===== src/rtl/fs_serial_sub_if.sv =====
`default_nettype none
// ============================================================================
// Module   : fs_serial_sub_if
// Brief    : Start/done handshake and operand/result bundle for fs_serial_sub.
// Revision : 1.0 - initial release
// ============================================================================
interface fs_serial_sub_if #(
    parameter int WIDTH = 8
);
    logic             start;
    logic [WIDTH-1:0] a;
    logic [WIDTH-1:0] b;
    logic             busy;
    logic             done;
    logic [WIDTH-1:0] diff;
    logic             borrow;
    logic             ovf;

    modport master (
        output start, a, b,
        input  busy, done, diff, borrow, ovf
    );

    modport slave (
        input  start, a, b,
        output busy, done, diff, borrow, ovf
    );
endinterface
`default_nettype wire


===== src/rtl/fs_serial_sub.sv =====
`default_nettype none
// ============================================================================
// Module   : fs_serial_sub
// Brief    : Bit-serial subtractor, diff = a - b, one bit per clock, LSB first.
// Revision : 1.0 - initial release
// ============================================================================
module fs_serial_sub #(
    parameter int WIDTH = 8
) (
    input  wire logic      clk,
    input  wire logic      rst,
    fs_serial_sub_if.slave bus
);

    localparam int            c_CW   = $clog2(WIDTH) + 1;
    localparam logic [c_CW-1:0] c_LAST = c_CW'(WIDTH - 1);

    typedef enum logic [1:0] {
        S_IDLE = 2'd0,
        S_RUN  = 2'd1,
        S_DONE = 2'd2
    } state_t;

    state_t             r_state, w_state_nxt;
    logic [c_CW-1:0]    r_cnt, w_cnt_nxt;
    logic [WIDTH-1:0]   r_x, w_x_nxt;
    logic [WIDTH-1:0]   r_y, w_y_nxt;
    logic [WIDTH-1:0]   r_diff, w_diff_nxt;
    logic               r_bin, w_bin_nxt;
    logic               r_msb_a, w_msb_a_nxt;
    logic               r_msb_b, w_msb_b_nxt;
    logic               r_busy, w_busy_nxt;
    logic               r_done, w_done_nxt;
    logic               r_borrow, w_borrow_nxt;
    logic               r_ovf, w_ovf_nxt;

    logic               w_d;
    logic               w_bout;

    // Full-subtractor cell on the current operand LSBs: {bout, d}
    assign w_d    = r_x[0] ^ r_y[0] ^ r_bin;
    assign w_bout = (~r_x[0] & r_y[0]) | (~(r_x[0] ^ r_y[0]) & r_bin);

    always_comb begin
        w_state_nxt  = r_state;
        w_cnt_nxt    = r_cnt;
        w_x_nxt      = r_x;
        w_y_nxt      = r_y;
        w_diff_nxt   = r_diff;
        w_bin_nxt    = r_bin;
        w_msb_a_nxt  = r_msb_a;
        w_msb_b_nxt  = r_msb_b;
        w_busy_nxt   = r_busy;
        w_done_nxt   = 1'b0;
        w_borrow_nxt = r_borrow;
        w_ovf_nxt    = r_ovf;

        case (r_state)
            S_IDLE, S_DONE: begin
                w_state_nxt = S_IDLE;
                w_busy_nxt  = 1'b0;
                if (bus.start) begin
                    w_state_nxt = S_RUN;
                    w_x_nxt     = bus.a;
                    w_y_nxt     = bus.b;
                    w_bin_nxt   = 1'b0;
                    w_cnt_nxt   = '0;
                    w_msb_a_nxt = bus.a[WIDTH-1];
                    w_msb_b_nxt = bus.b[WIDTH-1];
                    w_busy_nxt  = 1'b1;
                end
            end
            S_RUN: begin
                w_diff_nxt = {w_d, r_diff[WIDTH-1:1]};
                w_bin_nxt  = w_bout;
                w_x_nxt    = r_x >> 1;
                w_y_nxt    = r_y >> 1;
                w_cnt_nxt  = r_cnt + c_CW'(1);
                if (r_cnt == c_LAST) begin
                    // Last bit: w_d is the result MSB, so finalise flags now
                    w_state_nxt  = S_DONE;
                    w_busy_nxt   = 1'b0;
                    w_done_nxt   = 1'b1;
                    w_borrow_nxt = w_bout;
                    w_ovf_nxt    = (r_msb_a != r_msb_b) && (w_d != r_msb_a);
                end
            end
            default: begin
                w_state_nxt = S_IDLE;
                w_busy_nxt  = 1'b0;
            end
        endcase
    end

    always_ff @(posedge clk) begin
        if (rst) begin
            r_state  <= S_IDLE;
            r_cnt    <= '0;
            r_x      <= '0;
            r_y      <= '0;
            r_diff   <= '0;
            r_bin    <= 1'b0;
            r_msb_a  <= 1'b0;
            r_msb_b  <= 1'b0;
            r_busy   <= 1'b0;
            r_done   <= 1'b0;
            r_borrow <= 1'b0;
            r_ovf    <= 1'b0;
        end else begin
            r_state  <= w_state_nxt;
            r_cnt    <= w_cnt_nxt;
            r_x      <= w_x_nxt;
            r_y      <= w_y_nxt;
            r_diff   <= w_diff_nxt;
            r_bin    <= w_bin_nxt;
            r_msb_a  <= w_msb_a_nxt;
            r_msb_b  <= w_msb_b_nxt;
            r_busy   <= w_busy_nxt;
            r_done   <= w_done_nxt;
            r_borrow <= w_borrow_nxt;
            r_ovf    <= w_ovf_nxt;
        end
    end

    assign bus.busy   = r_busy;
    assign bus.done   = r_done;
    assign bus.diff   = r_diff;
    assign bus.borrow = r_borrow;
    assign bus.ovf    = r_ovf;

endmodule
`default_nettype wire


===== src/flat_wrapper.sv =====
// flat-port wrapper written by rule: the top's interface ports become plain ports
module fs_serial_sub_flat 
#(
    parameter int WIDTH = 8
)
  (clk, rst, bus_start, bus_a, bus_b, bus_busy, bus_done, bus_diff, bus_borrow, bus_ovf);
  fs_serial_sub_if #(.WIDTH(WIDTH)) bus_i ();
  input  wire logic clk;
  input  wire logic rst;
  input wire logic [$bits(bus_i.start)-1:0] bus_start;
  input wire logic [$bits(bus_i.a)-1:0] bus_a;
  input wire logic [$bits(bus_i.b)-1:0] bus_b;
  output wire logic [$bits(bus_i.busy)-1:0] bus_busy;
  output wire logic [$bits(bus_i.done)-1:0] bus_done;
  output wire logic [$bits(bus_i.diff)-1:0] bus_diff;
  output wire logic [$bits(bus_i.borrow)-1:0] bus_borrow;
  output wire logic [$bits(bus_i.ovf)-1:0] bus_ovf;
  assign bus_i.start = bus_start;
  assign bus_i.a = bus_a;
  assign bus_i.b = bus_b;
  assign bus_busy = bus_i.busy;
  assign bus_done = bus_i.done;
  assign bus_diff = bus_i.diff;
  assign bus_borrow = bus_i.borrow;
  assign bus_ovf = bus_i.ovf;
  fs_serial_sub #(.WIDTH(WIDTH)) u_core (.clk(clk), .rst(rst), .bus(bus_i));
endmodule

===== config.mk =====
export PLATFORM = sky130hd
export DESIGN_NAME = fs_serial_sub_flat
export DESIGN_NICKNAME = d
export VERILOG_FILES = /design/src/rtl/fs_serial_sub_if.sv /design/src/rtl/fs_serial_sub.sv /design/src/flat_wrapper.sv
export SDC_FILE = /design/constraint.sdc
export NUM_CORES = 1
export LEC_CHECK = 0
export ABC_AREA = 0
export ABC_CLOCK_PERIOD_IN_PS = 4300
export BUFFER_PORTS_ARGS = -buffer_cell sky130_fd_sc_hd__buf_2
export CAP_MARGIN = 30
export CORE_MARGIN = 3
export CORE_UTILIZATION = 30
export CTS_CLUSTER_SIZE = 30
export DETAILED_ROUTE_END_ITERATION = 10
export GPL_ROUTABILITY_DRIVEN = 0
export GPL_TIMING_DRIVEN = 0
export MAX_ROUTING_LAYER = met4
export SYNTH_ARGS = -nofsm -noshare
export SYNTH_HDL_FRONTEND = slang
export SYNTH_SLANG_ARGS = --single-unit

===== constraint.sdc =====
create_clock -name clk -period 4.3 [get_ports clk]
set_input_delay 1.075 -clock clk [delete_from_list [all_inputs] [get_ports clk]]
set_output_delay 1.075 -clock clk [all_outputs]
set_load 0.03 [all_outputs]

## Word level (Yosys, flattened, before mapping)

Cells that the tools add are included.

| operators by class | value |
|---|---|
| bitwise operators | 8 |
| muxes and demuxes | 15 |
| reduce and logical (&&, ||, !) cells | 8 |
| $add $sub $neg | 1 |
| equality and inequality tests | 7 |

Operators with widths:

| kind | count |
|---|---|
| 8-bit one-hot mux with 2 select lines | 2 |
| 8-bit 2-to-1 mux | 2 |
| 4-bit one-hot mux with 2 select lines | 1 |
| 2-bit AND reduction | 3 |
| 1-bit 2-to-1 mux | 5 |
| 4-bit by 1-bit adder with 4-bit output (second input constant) | 1 |
| 4-bit by 3-bit == test with 1-bit output (second input constant) | 1 |
| 4-bit 2-to-1 mux | 1 |
| 1-bit one-hot mux with 2 select lines | 2 |
| 2-bit one-hot mux with 2 select lines | 1 |
| 2-bit OR reduction | 2 |
| 1-bit NOT | 3 |
| 1-bit AND | 2 |
| 2-bit by 1-bit == test with 1-bit output (second input constant) | 1 |
| 2-bit == test (second input constant) | 1 |
| 2-bit zero test | 1 |
| 2-bit 2-to-1 mux | 1 |
| 1-bit inequality test | 2 |
| 2-bit by 1-bit inequality test with 1-bit output (second input constant) | 1 |
| 2-bit inequality test (second input constant) | 1 |
| 2-bit nonzero test | 1 |
| 1-bit bitwise XOR | 2 |
| 1-bit logical AND | 1 |
| 1-bit OR | 1 |

| word-level totals | value |
|---|---|
| output and inout port bits | 12 |
| bits of input ports | 19 |
| logic and storage cells | 51 |
| bits in registers | 37 |

## Depth between registers and ports, before layout

Gate-level depths: netlist (run 1).

| depth | value |
|---|---|
| depth after elaboration | 5 |
| mapped depth | 5 |
| gate-level depth less buffers | 5 |

## Worst setup path after synthesis (run 1)

Ideal clock, no wire load.

| timing | value |
|---|---|
| path type | input to register |
| start | input bus_start |
| end | register u_core.r_cnt[2] |
| setup time | 0.079 ns |
| arrival time | 1.777 ns |
| buffers on the path | 1 |
| slack | 2.444 ns |
| stages | 4 |
| cell sequence | nor2b_1 buf_2 mux2_4 a211oi_2 |

| on the way | value |
|---|---|
| cells in the longest elaborated chain, start to end | 2 |

Ends and longest elaborated chain:

| element | line | source |
|---|---|---|
| start: declaration | flat_wrapper.sv:10 | `input wire logic [$bits(bus_i.start)-1:0] bus_start;` |
| 2-bit inequality test (no line) | n/a |  |
| 2-bit AND reduction (no line) | n/a |  |
| end signal: assignment | fs_serial_sub.sv:111 | `r_cnt <= w_cnt_nxt;` |
| end: declaration | fs_serial_sub.sv:25 | `logic [c_CW-1:0] r_cnt, w_cnt_nxt;` |

Every way passes these cells.
A chain may end at the register's enable or synchronous reset.

## Final worst setup path (run 1)

| timing | value |
|---|---|
| start | register u_core.r_diff[1] (netlist: u_core.bus.diff[1]) |
| end | output bus_diff[1] |

RTL lines:

| element | line | source |
|---|---|---|
| start: declaration | fs_serial_sub.sv:28 | `logic [WIDTH-1:0] r_diff, w_diff_nxt;` |
| start signal: assignment | fs_serial_sub.sv:114 | `r_diff <= w_diff_nxt;` |
| end: declaration | flat_wrapper.sv:15 | `output wire logic [$bits(bus_i.diff)-1:0] bus_diff;` |

No word-level cell between the ends.

==> flow_metrics.py, run 1 <==
metrics = {
    "status": {
        "status": "completed",
    },
    "timing": {
        "hold_viol": 0,
        "setup_slack_ns": 2.39,
        "maxSlewHeadroom": 0.692,
        "slew_violations": 0,
        "fin_worst_hold_slack_ns": 0.455,
        "fmax_mhz": 523,
        "rsz0062_at_grt": "no",
        "setup_viol": 0,
        "tns_ns": 0,
        "worstMarginPinSlew_ns": 0.462,
        "min_period_ns": 1.91,
        "finClkSkew_ns": 0.00405,
        "period_share": 0.445,
    },
    "critical_path": {
        "path_cells": "buf_2",
        "path_class": "flip-flop to output port",
        "r2r_setup_slack_ns": 2.49,
        "cp_data_arrival_time_ns": 0.84,
        "worst_path_max_delay_cell": "dfxtp_1",
        "cp_num_buf_inv": 1,
        "crit_family": "flip-flops",
        "endpoint_kind": "output port",
        "crit_fanout": 3,
        "worstPathRequired_ns": 3.22,
        "slowest_delay_ns": 0.35,
        "critPathLaunchType": "flip-flop",
    },
    "yosys": {
        "yosysWarnings": 0,
        "ys_seq_area_frac": 0.504,
        "synthXorXnorAreaFrac": 0,
        "synth_edf_count": 0,
        "synthSimpleGateAreaFrac": 0.190,
        "syn_area_sq_um": 1470,
        "ys_seq_elements": 37,
        "yosys_most_used_dff": "dfxtp_1",
        "ys_types": 27,
        "synth-async-reset-ratio": 0,
        "synth_fa_ha_area_frac": 0.0221,
        "syn_inst": 167,
        "synth_area_per_cell_sq_um": 8.80,
        "syn_nets": 188,
        "synth_top_family_by_area": "compound AO/OA/AOI/OAI gates",
        "synth_compound_area_frac": 0.211,
        "synth_mux_area_frac": 0.0179,
    },
    "layout": {
        "antenna_cells": 0,
        "final_nets": 225,
        "layout-drive-gt1-share": 0.250,
        "fin_area_sq_um": 1790,
        "area_growth_pct": 21.6,
    },
    "job": {
        "maxCapViolCount": 0,
    },
    "place": {
        "dpl-instance-area_sq_um": 1700,
        "place_hpwl_um": 2330,
        "portBuffers": 30,
        "pre_cts_ws_ns": 2.07,
    },
    "floorplanning": {
        "rows": 24,
        "start_util": 0.324,
        "die_h_um": 76.0,
        "die_area_sq_um": 5780,
        "num_io_pins": 31,
        "core_sq_um": 4530,
        "die_x_um": 76.0,
    },
    "global_routing": {
        "grt_max_degree": 11,
        "grtUsageTotal": 0.122,
        "grt_overflow": 0,
        "grt_pass1_vias": 1164,
        "antenna_found_initial": 0,
        "grt_first_pass_wirelength_um": 5530,
    },
    "route": {
        "firstDrtPassIters": 4,
        "wl_per_cell_um": 12.5,
        "drtIter0Drc": 59,
        "wl_um": 3370,
        "ant_nets": 0,
        "route.detailed.drc": 0,
        "via_count": 1278,
        "drt-vias-per-instance": 4.75,
    },
    "clocking": {
        "clkSinkCount": 37,
        "h-tree-depth": 2,
        "numCtsBuffers": 5,
        "clockBufferDepth": 2,
        "cts_setup_buffers": 0,
        "cts.reportedPaths.clkPinSlew_ns": 0.06,
        "cts-resized-gates": 0,
        "clockRootBuffer": "clkbuf_8",
        "clk-insertion-delay-late_ns": 0.28,
        "cts_tree": "built",
        "holdBufCountCts": 0,
    },
    "pwr": {
        "powerDensity_nw_per_um2": 385,
        "power_frac_comb": 0.119,
        "p_seq_frac": 0.533,
        "p_leak_uw": 0.000692,
        "swShare": 0.249,
        "clkPwrFrac": 0.348,
        "intPower_uw": 516,
        "switching_power_uw": 171,
        "vdd_ir_drop_max_mv": 0.158,
    },
    "hold_path": {
        "hold_path_class": "flip-flop to flip-flop",
    },
}
-- state kept, by name, indices dropped and copies added, names as in the netlist, 2 cells and up --
name / count
u_core.r_y: 8
u_core.r_state: 2
u_core.bus.diff: 8
u_core.r_x: 8
u_core.r_cnt: 4
-- synthesized netlist by cell type (all sizes together) (2+ instances only) --
cell type / n / area share
nor2: 2 / 0.0051
o21ai: 2 / 0.0068
dfxtp: 37 / 0.50
nand2b: 4 / 0.017
nand3: 20 / 0.068
nand3b: 2 / 0.010
a22oi: 14 / 0.071
inv: 2 / 0.0051
mux2: 2 / 0.018
nand2: 21 / 0.054
clkbuf: 3 / 0.0077
buf: 12 / 0.043
nor3: 2 / 0.0068
a21oi: 34 / 0.12
-- cell usage in the layout (no fill, tap or decap), types with 2 or more instances in the layout --
master    synthesis  layout
nor3_1            2       2
dfxtp_1          37      37
buf_2            11      41
inv_1             2       2
nand2b_1          4       4
nand3b_1          2       2
clkbuf_1          3       4
a21oi_1          33      33
nand2_1          21      21
o21ai_0           2       2
a22oi_1          14      14
nor2_1            2       2
clkbuf_8          0       6
nand3_1          20      20
-- power by group through the flow --
stage               registers, uW  logic (uW)  clock network (uW)
floorplan                     375        53.6                   0
finish                        367        81.7                 239
detailed placement            374        82.5                   0
global placement              374        82.3                   0
CTS                           367        82.9                 246
global route                  368        91.9                 265
-- stage by stage --
step	utilization	std cells	power [uW]
after floorplan	-	167	429
after global placement	0.375	262	456
after detailed placement	0.375	262	457
after CTS	0.394	269	696
after global routing	0.394	269	725
final	0.394	269	688
-- layer usage --
metal | global-route usage | up-vias | routed length (um)
li1 | - | 661 | -
met1 | 0.160 | 584 | 1690
met2 | 0.176 | 28 | 1470
met3 | 0.0496 | 5 | 174
met4 | 0.0326 | 0 | 38
met5 | - | - | 0
-- cell type report --
type / instances / area, sq um
Inverter: 2 / 7.51
Buffer: 15 / 73.8
Sequential cell: 37 / 741
Multi-Input combinational cell: 113 / 648
Timing Repair Buffer: 30 / 150
Fill cell: 486 / 2750
Tap cell: 65 / 81.3
Clock buffer: 7 / 86.3
-- final timing paths --
kind / start / to / cells after the start
hold reg to reg: u_core.bus.diff[0]$_SDFFE_PP0P_ / u_core.bus.diff[0]$_SDFFE_PP0P_ / 2
setup / recovery: u_core.bus.diff[1]$_SDFFE_PP0P_ / bus_diff[1] / 1
hold / removal: u_core.bus.diff[0]$_SDFFE_PP0P_ / u_core.bus.diff[0]$_SDFFE_PP0P_ / 2
setup reg to reg: u_core.r_y[0]$_SDFFE_PP0P_ / u_core.bus.ovf$_SDFFE_PP0P_ / 5
-- kinds of logic after synthesis --
kind of cell | count (synthesis)
compound gates | 52
fa+ha+maj | 2
buf+inv | 17
flops | 37
mux | 2
simple gates | 57
Note: power is estimated with default switching activity, not from simulation.
==> run 2, diff against run 1 <==
--- a/config.mk
+++ b/config.mk
@@ -6,7 +6,7 @@
 export NUM_CORES = 1
 export LEC_CHECK = 0
 export ABC_AREA = 0
-export ABC_CLOCK_PERIOD_IN_PS = 4300
+export ABC_CLOCK_PERIOD_IN_PS = 1800
 export BUFFER_PORTS_ARGS = -buffer_cell sky130_fd_sc_hd__buf_2
 export CAP_MARGIN = 30
 export CORE_MARGIN = 3
==> constraint.sdc (replaced) <==
create_clock -name clk -period 1.8 [get_ports clk]
set_input_delay 0.45 -clock clk [delete_from_list [all_inputs] [get_ports clk]]
set_output_delay 0.45 -clock clk [all_outputs]
set_load 0.03 [all_outputs]
==> flow_metrics.py, run 2 (synthesis gave the netlist of run 1 again) <==
metrics = {
    "status": {
        "status": "completed",
    },
    "critical_path": {
        "cp_data_arrival_time_ns": 1.95,
        "crit_fanout": 2,
        "endpoint_kind": "flip-flop",
        "ff2ff_path_depth": 5,
        "r2r_setup_slack_ns": 0.07,
        "critPathLaunchType": "flip-flop",
        "r2r_end": "u_core.bus.ovf$_SDFFE_PP0P_",
        "timing.rr.start": "u_core.r_y[0]$_SDFFE_PP0P_",
        "path_class": "flip-flop to flip-flop",
        "worstPathRequired_ns": 2.02,
    },
    "clocking": {
        "numCtsBuffers": 5,
        "clk-insertion-delay-late_ns": 0.28,
        "clockRootBuffer": "clkbuf_8",
        "h-tree-depth": 2,
        "clkSinkCount": 37,
        "cts_tree": "built",
        "clockBufferDepth": 2,
        "cts.reportedPaths.clkPinSlew_ns": 0.07,
    },
    "pwr": {
        "powerDensity_nw_per_um2": 918,
        "power.total_uw": 1650,
        "p_leak_uw": 0.000698,
        "vdd_ir_drop_max_mv": 0.378,
    },
    "layout": {
        "mostFrequentLayoutCells": "41 x buf_2, 36 x dfxtp_1, 33 x a21oi_1",
        "antenna_cells": 0,
        "final_common_cell": "buf_2",
        "fin_area_sq_um": 1800,
        "final_nets": 226,
        "layout-drive-gt1-share": 0.259,
        "area_growth_pct": 22.2,
    },
    "hold_path": {
        "min_from": "bus_b[1]",
        "worstHoldPathCells": 3,
        "hold_path_class": "input port to flip-flop",
        "holdPathEnd": "u_core.r_y[1]$_SDFFE_PP0P_",
    },
    "timing": {
        "maxSlewHeadroom": 0.686,
        "worstMarginPinSlew_ns": 0.472,
        "fmax_mhz": 577,
        "finClkSkew_ns": 0.00479,
        "rsz0062_at_grt": "no",
        "min_period_ns": 1.73,
        "slew_violations": 0,
        "hold_viol": 0,
        "setup_slack_ns": 0.0683,
        "period_share": 0.962,
        "fin_worst_hold_slack_ns": 0.440,
        "setup_viol": 0,
    },
    "floorplanning": {
        "start_util": 0.324,
        "core_sq_um": 4530,
        "die_h_um": 76.0,
        "die_x_um": 76.0,
        "rows": 24,
        "die_area_sq_um": 5780,
        "num_io_pins": 31,
    },
    "global_routing": {
        "grt_max_degree": 11,
        "grt_pass1_vias": 1178,
        "grt_first_pass_wirelength_um": 5600,
        "grt_overflow": 0,
        "antenna_found_initial": 0,
        "grtUsageTotal": 0.125,
    },
    "place": {
        "pre_cts_ws_ns": -0.00467,
        "dpl-instance-area_sq_um": 1700,
        "portBuffers": 30,
        "place_hpwl_um": 2330,
    },
    "route": {
        "wl_per_cell_um": 12.6,
        "route.detailed.drc": 0,
        "drtIter0Drc": 62,
        "drt-vias-per-instance": 4.74,
        "wl_um": 3410,
        "ant_nets": 0,
        "via_count": 1280,
        "firstDrtPassIters": 5,
    },
    "job": {
        "maxCapViolCount": 0,
    },
}
## run 2: cell count changes in the layout (fill, tap and decap cells not counted), sizes merged
cell | before | now
buf | 42 | 43
## run 2: repair_timing
item                                    4_1_cts  5_1_grt
pin swaps                                     1        3
gates resized for setup                       0        1
hold buffers                                  0        0
endpoints found under the setup margin        1        1
setup buffers                                 1        0
## run 2: through the flow
step / instances / utilization / setup TNS, ns
CTS: 270 / 0.396 / 0
global placement: 262 / 0.375 / 0
detailed placement: 262 / 0.375 / -0.00467
floorplan: 167 / - / 0
finish: 270 / 0.396 / 0
global route: 270 / 0.396 / 0
## run 2: cell type report
cell class              count  area [sq um]
fillers                   486          2740
flip-flops and latches     37           742
multi-input cells         113           648
repair buffers             31           158
clock buffers               7          86.3
well taps                  65          81.3
plain buffers              15          73.8
inverters                   2          7.51
## run 2: critical path, cell delays in order (launching register included)
cell and delay, ns:
dfxtp_2 0.33, inv_1 0.05, fa_1 0.53, or3b_1 0.37, a211o_1 0.27, a21oi_2 0.12
## run 2: power by group
| group | internal, uW | switching, uW |
|---|---|---|
| clock network | 303 | 267 |
| registers | 855 | 21.0 |
| logic | 79.5 | 123 |
## run 2: layer usage
| metal | global-route usage | vias to the layer above | share of wire |
|---|---|---|---|
| met5 | - | - | 0 |
| met4 | 0.0326 | 0 | 0.011 |
| met3 | 0.0496 | 5 | 0.055 |
| met2 | 0.177 | 30 | 0.43 |
| met1 | 0.165 | 581 | 0.50 |
| li1 | - | 664 | - |
## run 2: worst max path at each step
stage | to | cells after the start | slack [ns] | from
floorplan | u_core.bus.ovf$_SDFFE_PP0P_ | 5 | 0.1 | u_core.r_y[0]$_SDFFE_PP0P_
global placement | u_core.bus.ovf$_SDFFE_PP0P_ | 5 | 0.004 | u_core.r_y[0]$_SDFFE_PP0P_
detailed placement | u_core.bus.ovf$_SDFFE_PP0P_ | 5 | -0.005 | u_core.r_y[0]$_SDFFE_PP0P_
CTS | u_core.bus.ovf$_SDFFE_PP0P_ | 5 | 0.002 | u_core.r_bin$_SDFFE_PP0P_
global route | u_core.bus.ovf$_SDFFE_PP0P_ | 5 | 0.008 | u_core.r_y[0]$_SDFFE_PP0P_
finish | u_core.bus.ovf$_SDFFE_PP0P_ | 5 | 0.07 | u_core.r_y[0]$_SDFFE_PP0P_
